==> src/rtl/mul_err_meter.sv <==
// mul_err_meter: streaming error statistics for exact/approximate product pairs (optional MUL_ERR_BITFLIP_EN adds bitflip_sum)
module mul_err_meter #(
  parameter int W     = 128,
  parameter int CNT_W = 32,
  parameter int SUM_W = 160
) (
  input  logic             clk,
  input  logic             rst,
  input  logic             start,
  input  logic [CNT_W-1:0] num_samples,
  input  logic             in_valid,
  output logic             in_ready,
  input  logic [W-1:0]     in_exact,
  input  logic [W-1:0]     in_approx,
  output logic             busy,
  output logic             done,
  output logic [CNT_W-1:0] sample_cnt,
  output logic [CNT_W-1:0] err_cnt,
  output logic [W-1:0]     max_abs_err,
  output logic [SUM_W-1:0] sum_abs_err,
  output logic             sum_sat
`ifdef MUL_ERR_BITFLIP_EN
  ,
  output logic [CNT_W+7:0] bitflip_sum
`endif
);
  localparam logic [1:0] IDLE = 2'd0, RUN = 2'd1, DRAIN = 2'd2, DONE = 2'd3;
  logic [1:0]       state_q, state_d;
  logic [CNT_W-1:0] target_q, cnt_q, err_q;
  logic             v1_q, v2_q, ne_q, sat_q;
  logic [W-1:0]     ex_q, ap_q, d_q, max_q;
  logic [SUM_W-1:0] sum_q;
  logic [W:0]       diff;
  logic [SUM_W:0]   sum_n;
  logic             go, accept, last;
  assign go       = start && (state_q == IDLE || state_q == DONE);
  assign in_ready = state_q == RUN && cnt_q < target_q;
  assign accept   = in_valid && in_ready;
  assign last     = cnt_q + CNT_W'(1) == target_q;
  assign diff     = {1'b0, ex_q} - {1'b0, ap_q};
  assign sum_n    = {1'b0, sum_q} + {{(SUM_W - W + 1){1'b0}}, d_q};
  // Run sequencing: start only from IDLE/DONE, drain waits for both pipeline stages to empty
  always_comb begin
    state_d = go ? (num_samples == '0 ? DONE : RUN)
            : (state_q == RUN && accept && last) ? DRAIN
            : (state_q == DRAIN && !v1_q && !v2_q) ? DONE
            : state_q;
  end
  // Capture accepted pair, then abs difference, then fold into the statistics
  always_ff @(posedge clk) begin
    if (rst) begin
      state_q  <= IDLE;
      target_q <= '0;
      cnt_q    <= '0;
      err_q    <= '0;
      v1_q     <= 1'b0;
      v2_q     <= 1'b0;
      ne_q     <= 1'b0;
      sat_q    <= 1'b0;
      ex_q     <= '0;
      ap_q     <= '0;
      d_q      <= '0;
      max_q    <= '0;
      sum_q    <= '0;
    end else begin
      state_q <= state_d;
      v1_q    <= accept;
      v2_q    <= v1_q;
      if (accept) begin
        ex_q <= in_exact;
        ap_q <= in_approx;
      end
      if (v1_q) begin
        d_q  <= diff[W] ? ~diff[W-1:0] + W'(1) : diff[W-1:0];
        ne_q <= ex_q != ap_q;
      end
      if (go) begin
        target_q <= num_samples;
        cnt_q    <= '0;
        err_q    <= '0;
        max_q    <= '0;
        sum_q    <= '0;
        sat_q    <= 1'b0;
      end else begin
        if (accept) cnt_q <= cnt_q + CNT_W'(1);
        if (v2_q) begin
          err_q <= err_q + {{(CNT_W - 1){1'b0}}, ne_q};
          max_q <= d_q > max_q ? d_q : max_q;
          sum_q <= sum_n[SUM_W] ? '1 : sum_n[SUM_W-1:0];
          sat_q <= sat_q | sum_n[SUM_W];
        end
      end
    end
  end
`ifdef MUL_ERR_BITFLIP_EN
  logic [7:0]       pc_q;
  logic [CNT_W+7:0] bf_q;
  logic [CNT_W+8:0] bf_n;
  assign bf_n = {1'b0, bf_q} + {{(CNT_W + 1){1'b0}}, pc_q};
  // Popcount of differing bits, accumulated alongside the other statistics
  always_ff @(posedge clk) begin
    if (rst) begin
      pc_q <= '0;
      bf_q <= '0;
    end else begin
      if (v1_q) pc_q <= 8'($countones(ex_q ^ ap_q));
      if (go) bf_q <= '0;
      else if (v2_q) bf_q <= bf_n[CNT_W+8] ? '1 : bf_n[CNT_W+7:0];
    end
  end
  assign bitflip_sum = bf_q;
`endif
  assign busy        = state_q == RUN || state_q == DRAIN;
  assign done        = state_q == DONE;
  assign sample_cnt  = cnt_q;
  assign err_cnt     = err_q;
  assign max_abs_err = max_q;
  assign sum_abs_err = sum_q;
  assign sum_sat     = sat_q;
endmodule
==> config.mk <==
export PLATFORM = sky130hd
export DESIGN_NAME = mul_err_meter
export DESIGN_NICKNAME = d
export VERILOG_FILES = /design/src/rtl/mul_err_meter.sv
export SDC_FILE = /design/constraint.sdc
export NUM_CORES = 2
export LEC_CHECK = 0
export CAP_MARGIN = 30
export CELL_PAD_IN_SITES_DETAIL_PLACEMENT = 1
export CELL_PAD_IN_SITES_GLOBAL_PLACEMENT = 1
export CORE_MARGIN = 5
export CORE_UTILIZATION = 40
export DETAILED_ROUTE_END_ITERATION = 7
export HOLD_SLACK_MARGIN = 0.08
export PLACE_DENSITY_LB_ADDON = 0.1
export SETUP_SLACK_MARGIN = 0.4
export SLEW_MARGIN = 15
export SYNTH_ARGS = -nofsm -noshare
export SYNTH_HDL_FRONTEND = slang
export SYNTH_SLANG_ARGS = --single-unit
==> constraint.sdc <==
create_clock -name clk -period 5.1 [get_ports clk]
set_input_delay 1.53 -clock clk [delete_from_list [all_inputs] [get_ports clk]]
set_output_delay 1.53 -clock clk [all_outputs]
set_load 0.1 [all_outputs]
==> metrics.txt <==
mapped cell area 54,900 µm²; port buffer count 647; post-synthesis adder-cell area fraction 9.70%; Tcrit/Tclk final 97.2%; PD cells 474 nW/µm²; post-synth net total 8,289; Critical path buffers and inverters 5; GP Congestion 0.962; Slew Viols, Final 0; vias post-DR 61,481; clock root cell clkbuf_16; sequence of cells on the critical path inv_2 > ha_4 > fa_2 > nor2b_4 > o2111a_2 > or4_4 > nand4_1 > a31oi_1 > buf_4 > o211a_4 > buf_6 > or4_4 > a311oi_4 > nand3_2 > or4_4 > buf_6 > nor4_4 > buf_4 > a21oi_4 > xor2_1 > o21ai_1; Simple-Gate Fraction of Synth Area 23.0%; total power 35.1 mW; WL/cell 24.0 µm; Final ANT Viol Nets 0; CP required 5.70 ns; Yosys top cell area share 28.2%; top cells by area, synth dfxtp_1 28%, ha_1 9.6%, nand2_1 7.9%; die area 145,000 µm²; Synth area leader dfxtp_1; commonest non-fill, non-tap cell in the layout nand2_1; core area 137,000 µm²; Die W 381 µm; DRC Markers 0; synthesized flop and latch total 774; worst setup margin 0.143 ns; pre-CTS setup slack -0.125 ns; WHS Endpoint ap_q[38]; Syn. warnings 0; most frequent cells in the layout 1,153 x nand2_1, 759 x a21oi_1, 751 x dfxtp_1; ys flop type dfxtp_1; Initial Util 40.1%; # Max-Cap Violations 0; Hold Crit Class flip-flop to flip-flop; FMAX 202 MHz; post-synthesis mux area share 0.649%; Clock Path Buffers 3; Synth async-reset ratio 0%; first-pass GRT wire length 371 mm; FF-to-FF Start ex_q[0]; xor and xnor area share after synthesis 6.65%; Hold Startpoint ap_q[38]; main combinational cell family by area after synthesis compound AO/OA/AOI/OAI gates; Slowest cell on crit path or4_4; CTS sink count 774; 1st-pass router iterations 6; P&R area growth vs syn 34.8%; post-synthesis sequential area ratio 28.2%; number of synthesized flops with an enable pin 0; # hold bufs at CTS 0; number of global-route vias before repair 61,174; DP Area 67,800 µm²; Final setup viols 0; clk_lat worst skew 0.74 ns; nets@finish 9,267; io pins 648; Fin. Hold Viols 0; status complete, no violations; GRT overflow 0; Leakage 29.5 nW; clk_skew 0.0502 ns; # rows 136; CTS tree yes; relative slew slack 26.8%; Worst R2R Path Depth 21; worst setup path class flip-flop to flip-flop; clock buffer count from CTS 91; pin count of the biggest net entering global routing 199; crit path max fanout 4; DP Wirelength 199 mm; Setup crit end kind flip-flop; RSZ-0062 raised after global routing yes; Crit path arrival time 5.55 ns; share of layout cells above drive strength 1 15.0%; aggregate routed wire length 250 mm; Min Clock Period, post-route 4.96 ns; FF-to-FF setup slack 0.14 ns; initial antenna violation count 0; hold path cells 2; Slew @ Worst Pin 1.07 ns; Synth Area in Compound Gates 25.9%; GRT Util Overall 32.1%; Syn Area/Cell 7.26 µm²; CP peak stage delay 0.49 ns; die height 381 µm; Synth Instances 7,572; VDD IR max 0.411 mV; drt first-iter violations 4,594; vias per cell 5.90; H-tree Lvls 3; fin area 74,100 µm²; Synth cell types 103; CP delay by family, top simple AND/OR/NAND/NOR gates; Worst-path clk slew 0.06 ns; cell mode on critical path or4_4; crit path launch type flip-flop; r2r endpoint d_q[114]
cell type report:
class                           count  area, µm²
Antenna cell                        1       2.50
Clock buffer                      128       2650
Clock inverter                     41        557
Fill cell                       16695      62900
Inverter                          381       1430
Multi-Input combinational cell   5946      38500
Sequential cell                   774      15500
Tap cell                         1794       2240
Timing Repair Buffer             1356      13100
flip-flops by register name (all words and copies together) (netlist names), 2 cells and up:
register / flops
target_q: 32
sum_abs_err: 160
max_abs_err: 128
state_q: 2
sample_cnt: 32
ex_q: 128
d_q: 128
ap_q: 128
err_cnt: 32
logic make-up (layout without fill, tap and decap cells):
group | count (synthesis) | after routing
compound gates | 2348 | 2348
xor+xnor | 417 | 417
fa+ha+maj | 425 | 425
buf+inv | 853 | 1906
flops | 774 | 774
mux | 35 | 35
other cells | 0 | 1
simple gates | 2720 | 2721
per-layer routing:
layer	vias up	global-route usage, %	share of wire [%]
met5	-	0	0
met4	0	9.53	3.4
met3	373	3.90	5.6
met2	1931	51.6	45
met1	30201	45.1	46
li1	28976	-	-
power breakdown:
group          total, mW  internal, mW  switching [mW]
Combinational       21.2          8.16            13.1
Sequential          6.86          6.42           0.438
Clock               7.03          4.11            2.92
Total               35.1          18.7            16.4
worst max-delay path by stage:
stage,from,endpoint,slack (ns),depth (start not counted)
4_1_cts,target_q[1],in_ready,0.05,15
3_5_place_dp,ap_q[40],d_q[115],-0.13,17
5_1_grt,ap_q[12],d_q[127],-0.01,24
2_1_floorplan,sum_abs_err[1],sum_abs_err[157],0.45,15
6_report,ex_q[0],d_q[114],0.14,21
3_3_place_gp,ap_q[31],d_q[102],-0.04,20
metrics by stage:
step / TNS (ns) / instances / utilization, % / hold slack [ns]
after floorplan: 0 / 7572 / - / 0.436
final: 0 / 10421 / 54.1 / 0.454
after global routing: -0.0198 / 10420 / 54.1 / 0.475
after global placement: -0.0779 / 10123 / 48.6 / 0.445
after CTS: 0 / 10367 / 52.7 / 0.456
after detailed placement: -1.64 / 10166 / 49.5 / 0.448
tightest hold or removal path: stages (launching register included):
cell and delay, ns:
dfxtp_1 0.31, nand2_1 0.05, a21oi_1 0.05
cells in the mapped netlist, drive strengths merged, types with 18 or more instances:
master and count:
a21o 188, a21oi 818, nor2b 47, or2 26, o21ai 621, xnor2 226, a31oi 164, mux2i 30
nor4 57, a211o 20, inv 381, or3 52, clkbuf 432, buf 40, o31ai 41, nand2 1162
and4 30, o21bai 63, nand3 275, nand4 219, a21boi 22, or4 20, o21a 66, a311oi 28
nor3 127, a211oi 108, nor2 500, dfxtp 774, o211ai 34, ha 423, a221oi 18, xor2 191
and3 73, and2 45, nand2b 46
what timing repair did:
action,4_1_cts,5_1_grt
setup endpoints to repair,188,229
pin swaps,69,95
setup buffers,31,50
cloned,1,1
gates resized for setup,194,321
Power figures use the tool's default switching activity.
